**config.mk**
```make
export PLATFORM = sky130hd
export DESIGN_NAME = display_scan_scheduler
export DESIGN_NICKNAME = d
export VERILOG_FILES = /design/src/rtl/display_scan_scheduler.sv
export SDC_FILE = /design/constraint.sdc
export NUM_CORES = 1
export LEC_CHECK = 0
export ABC_AREA = 0
export CAP_MARGIN = 20
export CORE_MARGIN = 1
export CORE_UTILIZATION = 55
export CTS_CLUSTER_DIAMETER = 80
export DETAILED_ROUTE_END_ITERATION = 8
export MAX_ROUTING_LAYER = met4
export PLACE_DENSITY_LB_ADDON = 0.12
export SYNTH_ARGS = -nofsm -noshare
export SYNTH_HDL_FRONTEND = slang
export SYNTH_SLANG_ARGS = --single-unit
export TNS_END_PERCENT = 1
```
**constraint.sdc**
```tcl
create_clock -name clk -period 4.57 [get_ports clk]
set_input_delay 0.6855 -clock clk [delete_from_list [all_inputs] [get_ports clk]]
set_output_delay 0.6855 -clock clk [all_outputs]
set_load 0.005 [all_outputs]
```
**src/rtl/display_scan_scheduler.sv**
```systemverilog
// display_scan_scheduler: owns the 4-digit 7-segment display. Picks the
// source for the current game state, latches it once per frame so the
// picture never tears, scans the digits and blinks the field while paused.
module display_scan_scheduler #(
   parameter int SCAN_DIV       = 27000,
   parameter int BLINK_FRAMES   = 125,
   parameter bit SEG_ACTIVE_LOW = 1'b0
) (
   input  logic        clk,
   input  logic        rst,
   input  logic [2:0]  presente,
   input  logic [27:0] display_menu,
   input  logic [27:0] display_game,
   input  logic [27:0] display_score,
   output logic [6:0]  seg,
   output logic [3:0]  an,
   output logic        frame_tick,
   output logic [1:0]  digit_idx
);

   localparam int DIV_W = (SCAN_DIV > 1) ? $clog2(SCAN_DIV) : 1;
   localparam int BLK_W = (BLINK_FRAMES > 1) ? $clog2(BLINK_FRAMES) : 1;
   localparam logic [DIV_W-1:0] DIV_LAST   = DIV_W'(SCAN_DIV - 1);
   localparam logic [BLK_W-1:0] BLINK_LAST = BLK_W'(BLINK_FRAMES - 1);
   localparam logic [6:0]       SEG_OFF    = SEG_ACTIVE_LOW ? 7'h7F : 7'h00;

   typedef enum logic [2:0] {
      SEL_BLANK = 3'd0,
      SEL_MENU  = 3'd1,
      SEL_GAME  = 3'd2,
      SEL_SCORE = 3'd3,
      SEL_BLINK = 3'd4
   } sel_e;

   logic [DIV_W-1:0] div_q, div_d;
   logic [1:0]       digit_q, digit_d;
   sel_e             sel_q, sel_d;
   logic [27:0]      snap_q, snap_d;
   logic [BLK_W-1:0] blink_cnt_q, blink_cnt_d;
   logic             blink_on_q, blink_on_d;
   logic [6:0]       seg_q, seg_d;
   logic [3:0]       an_q, an_d;
   logic             ft_q, ft_d;
   logic             scan_tick, frame_bnd;
   logic [6:0]       raw_seg;

   assign scan_tick = (div_q == DIV_LAST);
   assign frame_bnd = scan_tick && (digit_q == 2'd3);

   // Digit-slot divider and digit pointer; the pointer moves once per slot.
   always_comb begin
      div_d   = scan_tick ? '0 : div_q + 1'b1;
      digit_d = scan_tick ? digit_q + 2'd1 : digit_q;
   end

   // Selector state register: only changes at a frame boundary.
   always_ff @(posedge clk) begin
      if (rst) sel_q <= SEL_BLANK;
      else     sel_q <= sel_d;
   end

   // Next selector: map the game state onto a display source at frame boundaries.
   always_comb begin
      sel_d = sel_q;
      if (frame_bnd) begin
         case (presente)
            3'd1, 3'd2: sel_d = SEL_MENU;
            3'd3:       sel_d = SEL_GAME;
            3'd4:       sel_d = SEL_SCORE;
            3'd5:       sel_d = SEL_BLINK;
            default:    sel_d = SEL_BLANK;
         endcase
      end
   end

   // Snapshot and blink phase for the frame about to start.
   always_comb begin
      snap_d      = snap_q;
      blink_cnt_d = blink_cnt_q;
      blink_on_d  = blink_on_q;
      if (frame_bnd) begin
         case (sel_d)
            SEL_MENU:             snap_d = display_menu;
            SEL_GAME, SEL_BLINK:  snap_d = display_game;
            SEL_SCORE:            snap_d = display_score;
            default:              snap_d = '0;
         endcase
         if (sel_d == SEL_BLINK) begin
            if (sel_q != SEL_BLINK) begin
               // fresh pause always starts with the field visible
               blink_cnt_d = '0;
               blink_on_d  = 1'b1;
            end else if (blink_cnt_q == BLINK_LAST) begin
               blink_cnt_d = '0;
               blink_on_d  = ~blink_on_q;
            end else begin
               blink_cnt_d = blink_cnt_q + 1'b1;
            end
         end else begin
            blink_cnt_d = '0;
            blink_on_d  = 1'b1;
         end
      end
   end

   // Output decode: seg and an switch together, using the next digit and
   // the next snapshot so the first digit of a frame already shows new data.
   always_comb begin
      an_d    = an_q;
      seg_d   = seg_q;
      ft_d    = frame_bnd;
      raw_seg = 7'h00;
      if (scan_tick) begin
         an_d = ~(4'b0001 << digit_d);
         case (digit_d)
            2'd0:    raw_seg = snap_d[6:0];
            2'd1:    raw_seg = snap_d[13:7];
            2'd2:    raw_seg = snap_d[20:14];
            default: raw_seg = snap_d[27:21];
         endcase
         if ((sel_d == SEL_BLINK) && !blink_on_d) raw_seg = 7'h00;
         seg_d = SEG_ACTIVE_LOW ? ~raw_seg : raw_seg;
      end
   end

   // Datapath registers; reset blanks the display at once.
   always_ff @(posedge clk) begin
      if (rst) begin
         div_q       <= '0;
         digit_q     <= 2'd3;
         snap_q      <= '0;
         blink_cnt_q <= '0;
         blink_on_q  <= 1'b1;
         seg_q       <= SEG_OFF;
         an_q        <= 4'b1111;
         ft_q        <= 1'b0;
      end else begin
         div_q       <= div_d;
         digit_q     <= digit_d;
         snap_q      <= snap_d;
         blink_cnt_q <= blink_cnt_d;
         blink_on_q  <= blink_on_d;
         seg_q       <= seg_d;
         an_q        <= an_d;
         ft_q        <= ft_d;
      end
   end

   assign seg        = seg_q;
   assign an         = an_q;
   assign frame_tick = ft_q;
   assign digit_idx  = digit_q;

endmodule

```
# Yosys cells after proc, flatten, opt, wreduce, memory -nomap -nowiden
# Cells that the tools add are included.
dict set report op_classes {
  n_eq_ne 15
  n_bitwise 2
  shift 1
  n_mux 14
  n_reduce_logical 7
  n_addsub 3
}
# op n
set ops {}
lappend ops {{$pmux W28 S3} 1}
lappend ops {{$mux W28} 1}
lappend ops {{$mux W7} 4}
lappend ops {{$pmux W7 S3} 1}
lappend ops {{$add A15 B1 Y15 const B} 1}
lappend ops {{$eq A15 B15 Y1 const B} 1}
lappend ops {{$eq A3 B2 Y1 const B} 4}
lappend ops {{$pmux W3 S4} 1}
lappend ops {{$eq A3 B3 Y1 const B} 3}
lappend ops {{$add A7 B1 Y7 const B} 1}
lappend ops {{$eq A7 B7 Y1 const B} 1}
lappend ops {{$eq A3 B1 Y1 const B} 2}
lappend ops {{$reduce_or A2 Y1} 3}
lappend ops {{$eq A2 B2 Y1 const B} 2}
lappend ops {{$mux W1} 4}
lappend ops {{$not A4 Y4} 1}
lappend ops {{$shl A1 B2 Y4 const A} 1}
lappend ops {{$mux W3} 1}
lappend ops {{$ne A3 B3 Y1 const B} 1}
lappend ops {{$add A2 B1 Y2 const B} 1}
lappend ops {{$eq A2 B1 Y1 const B} 1}
lappend ops {{$logic_and A1 B1 Y1} 2}
lappend ops {{$logic_not A2 Y1} 1}
lappend ops {{$mux W2} 1}
lappend ops {{other kinds (2)} 2}
dict set report word_totals {
  input_bits 89
  elab_cells 51
  regBits 68
  out_inout_bits 14
}

# Logic depth before layout (Yosys ltp)
dict set report depth {
  depth_word 10
  depth_mapped 11
  ltp_nobuf 8
}

# Worst setup path after synthesis
# No wires, ideal clock.
dict set report synth_path {
  path_kind {input to register}
  from {input presente[0]}
  to {register seg_q[0] (netlist: seg[0])}
  stages 10
  t_arrival_ps 2167
  path_slack_ps 2324
  cell_sequence {buf_2 -> and2_1 -> clkbuf_1 -> buf_2 -> buf_4 -> nor3_1 -> a221o_1 -> o211ai_1 -> o211ai_1 -> o211ai_1}
}
dict set report synth_between {
  elab_chain_cells 10
}
# item line_no
set synth_rtl {}
lappend synth_rtl {{start, declared} 11} ;# input logic [2:0] presente,
lappend synth_rtl {{$eq A3 B1 Y1 / $eq A3 B2 Y1 (equally long branches)} 66} ;# case (presente)
lappend synth_rtl {{$reduce_or A2 Y1} 66}
lappend synth_rtl {{$pmux W3 S4 (*)} 66}
lappend synth_rtl {{$mux W3 (*)} 65} ;# if (frame_bnd) begin
lappend synth_rtl {{$eq A3 B3 Y1 / $eq A3 B2 Y1 (equally long branches)} {82, 88, 121}}
lappend synth_rtl {{$reduce_or A2 Y1 / $mux W1 (equally long branches)} {82, 88}}
lappend synth_rtl {{$pmux W28 S3 / $mux W1 (equally long branches)} {82, 81}}
lappend synth_rtl {{$mux W28 / $logic_not A1 Y1 (equally long branches)} {81, 121}}
lappend synth_rtl {{$pmux W7 S3 / $logic_and A1 B1 Y1 (equally long branches)} {115, 121}}
lappend synth_rtl {{$mux W7 (*)} 121} ;# if ((sel_d == SEL_BLINK) && !blink_on_d) raw_seg = 7'h00;
lappend synth_rtl {{end signal, assigned} 143} ;# seg_q <= seg_d;
lappend synth_rtl {{end, declared} 41} ;# logic [6:0] seg_q, seg_d;
# Mark *: on every way between the ends. The rest lies on a longest branch, timed or not.
# A chain may end at the register's enable or synchronous reset.

# Worst setup path after layout
dict set report layout_path {
  from {input presente[1]}
  to {register seg_q[6] (netlist: seg[6])}
}
# The elaborated chain is that of the path after synthesis.

==> results.tsv <==
metric	value	unit
Worst setup EP type	register	
Core Region	8180	sq um
Reg2Reg Depth	7	
GRT Total Usage	31.1	%
setup tns final	0	ns
Final Skew	0.0127	ns
die area	8780	sq um
Post-synth EDFFs	0	
cts hold-fix bufs	0	
Avg Inst Size Synth	8.04	sq um
Syn Inst Count	575	
Synthesis Warnings	0	
GRT overflow	0	
post-synth cell types	59	
buffers added on ports	102	
post-route ant nets	0	
clock slew at reported path FFs	0.07	ns
Min-Delay Path Class	reg2reg	
drt first pass iters	5	
Max Buffers Root-to-Sink	2	
Num Clock Sinks	68	
slowest cell on the critical path	clkdlybuf4s50_1	
routed vias	4683	
PD cells	238	nW/um^2
Syn Std Cell Area	4620	sq um
Min-Delay Path Depth	2	
Max Freq	341	MHz
Slew @ Worst Pin	0.896	ns
synth top area cells	dfxtp_1 (29%), mux2i_1 (5.8%), and3_1 (4.1%), o22ai_1 (4.1%), nor2_1 (4.0%)	
mux cell area share after synthesis	8.09	%
worst skew pair latency	0.36	ns
post-synthesis compound-gate area fraction	23.9	%
Chip Height	93.7	microns
Crit Path Category	in2reg	
DRC Markers	0	
fin crit share	64.2	%
Synth Area in Simple Gates	26.8	%
TritonCTS clock tree	done	
Setup Buffers After CTS	0	
cell taking the most area after synthesis	dfxtp_1	
crit path buf inv count	2	
slew margin rel.	40.1	%
vias per cell	6.19	
Final Hold Fails	0	
IO Pins	103	
largest family of logic cells by synthesized area	simple AND/OR/NAND/NOR gates	
diodes inserted	0	
antenna violations before repair	0	
area of the multi-input gates	2960	sq um
fin. max-slew vios	0	
WP data required	4.85	ns
Pint	1.02	mW
top cell type's share of synthesized area	29.4	%
CP Max Fanout	42	
Combinational Power Share	17.1	%
FILL cells	634	
Crit path largest cell delay	0.67	ns
placed insts	741	
Mapped Nets	668	
largest net degree at the start of global routing	53	
switching pwr	0.351	mW
gpl congestion	0.934	
crit-path cells	clkdlybuf4s50_1 > buf_4 > or2_2 > o22ai_1 > a221o_1 > o21a_1 > mux2_2 > o211ai_1	
CP Launch Type	input port	
static leakage	2.13	nW
ys flop type	dfxtp_1	
commonest cells after routing, fill and taps aside	clkdlybuf4s50_1 (100), dfxtp_1 (68), nor2_1 (49)	
delay-heaviest family, CP	buffers and inverters	
Synth Area in XOR/XNOR	4.14	%
commonest non-fill, non-tap cell in the layout	clkdlybuf4s50_1	
Initial Util	56.6	%
Net Sw Frac	25.5	%
first-pass GRT wire length	20600	microns
peak supply drop	147	uV
post-synthesis adder-cell area fraction	1.08	%
Routed WL per cell	17.3	microns
htree depth	3	
Period minus WS final	2.93	ns
Final Non-Filler Cells	756	
Clock Root Buffer	clkbuf_8	
Async SR Flop Fraction	0	%
Critical Path AT	3.21	ns
final setup vio count	0	
cell count along the critical path	8	
Clock Power Share	39.5	%
post-CTS resize count	0	
die width	93.7	microns
P&R area growth vs syn	25.0	%
Yosys reg bits	68	
sequential share of the synthesized area	29.4	%
share of cells above drive strength 1	6.91	%
RSZ-0062 raised after global routing	no	
detailed placement HPWL	9370	microns
routed wire length	13100	microns
Iter 0 DRT Violations	336	
Reg area	1360	sq um
status	finished clean	
vias in the first global route	4270	
# nets final	740	
hold slack final	0.454	ns
Flop pwr share	43.4	%
row count	33	
Max-Cap Viols	0	
cts bufs inserted	9	
[power groups by stage]
stage	registers, mW	clock network (mW)	logic [mW]
after global placement	0.610	0	0.226
final	0.597	0.542	0.235
after global routing	0.597	0.576	0.251
after CTS	0.597	0.543	0.232
after floorplan	0.610	0	0.117
after detailed placement	0.610	0	0.230
[kinds of logic (layout without fill, tap and decap cells)]
group                    after synthesis  after routing
AO/OA/AOI/OAI                        162            162
XOR/XNOR                              21             21
adder cells (fa/ha/maj)                4              4
buffers and inverters                 59            135
flip-flops                            68             68
multiplexers                          36             36
AND/OR/NAND/NOR                      225            225
[final timing paths]
path	end	slack, ns	start
worst min register to register	snap_q[3]$_SDFF_PP0_	0.45	snap_q[3]$_SDFF_PP0_
worst max register to register	seg[6]$_SDFFE_PP0N_	1.71	digit_idx[0]$_SDFF_PP1_
worst min-delay path	snap_q[3]$_SDFF_PP0_	0.45	snap_q[3]$_SDFF_PP0_
worst max-delay path	seg[6]$_SDFFE_PP0N_	1.64	presente[1]
[metrics by stage]
step | util [%] | setup WS (ns) | total power [mW] | area, sq um
2_1_floorplan | - | 2.32 | 0.727 | 4620
3_3_place_gp | 68.1 | 1.42 | 0.836 | 5570
3_5_place_dp | 68.1 | 1.30 | 0.840 | 5570
4_1_cts | 70.7 | 1.67 | 1.37 | 5780
5_1_grt | 70.7 | 1.49 | 1.42 | 5780
6_report | 70.7 | 1.64 | 1.37 | 5780
[synthesized netlist by cell type, types with 5 or more instances]
library cell	instances
dfxtp_1	68
inv_1	8
a211oi_1	5
nand2b_1	15
nand3b_1	9
o21a_1	10
buf_2	13
xor2_1	12
nand3_1	9
and2_1	9
nor3_1	28
xnor2_1	8
or3_1	10
nor2_1	49
o311ai_0	6
mux2i_1	27
nand4_1	5
and3_1	30
a21oi_1	25
o22ai_1	30
a221o_1	10
nor2b_1	19
o31a_1	6
o211ai_1	18
clkbuf_1	27
mux2_2	8
o21ai_0	27
nand2_1	25
[metal layers]
layer | wire [microns] | up-vias | share of wire (%) | global-route usage, %
met5 | 0 | - | 0 | -
met4 | 477 | 0 | 3.6 | 14.7
met3 | 719 | 40 | 5.5 | 5.74
met2 | 6410 | 178 | 49 | 50.5
met1 | 5490 | 2199 | 42 | 37.3
li1 | - | 2266 | - | -
[area by class of cell]
class | instances | area share (%)
multi-input cells | 448 | 51.2
flip-flops and latches | 68 | 23.6
repair buffers | 111 | 18.7
well taps | 105 | 2.27
clock buffers | 9 | 2.14
clock inverters | 6 | 1.56
inverters | 9 | 0.585
[flip-flops by register name, indices dropped and copies added (netlist names)]
signal	cells
an	4
blink_cnt_q	7
blink_on_q	1
digit_idx	2
div_q	15
frame_tick	1
seg	7
sel_q	3
snap_q	28
[worst reg2reg max path, stage by stage, from the launching register on]
cell	delay (ns)
dfxtp_1	0.49
ha_1	0.32
and3_1	0.18
and4_2	0.57
nand2_2	0.48
o21a_1	0.33
mux2_2	0.27
o211ai_1	0.16
(Power assumes the default switching activity.)
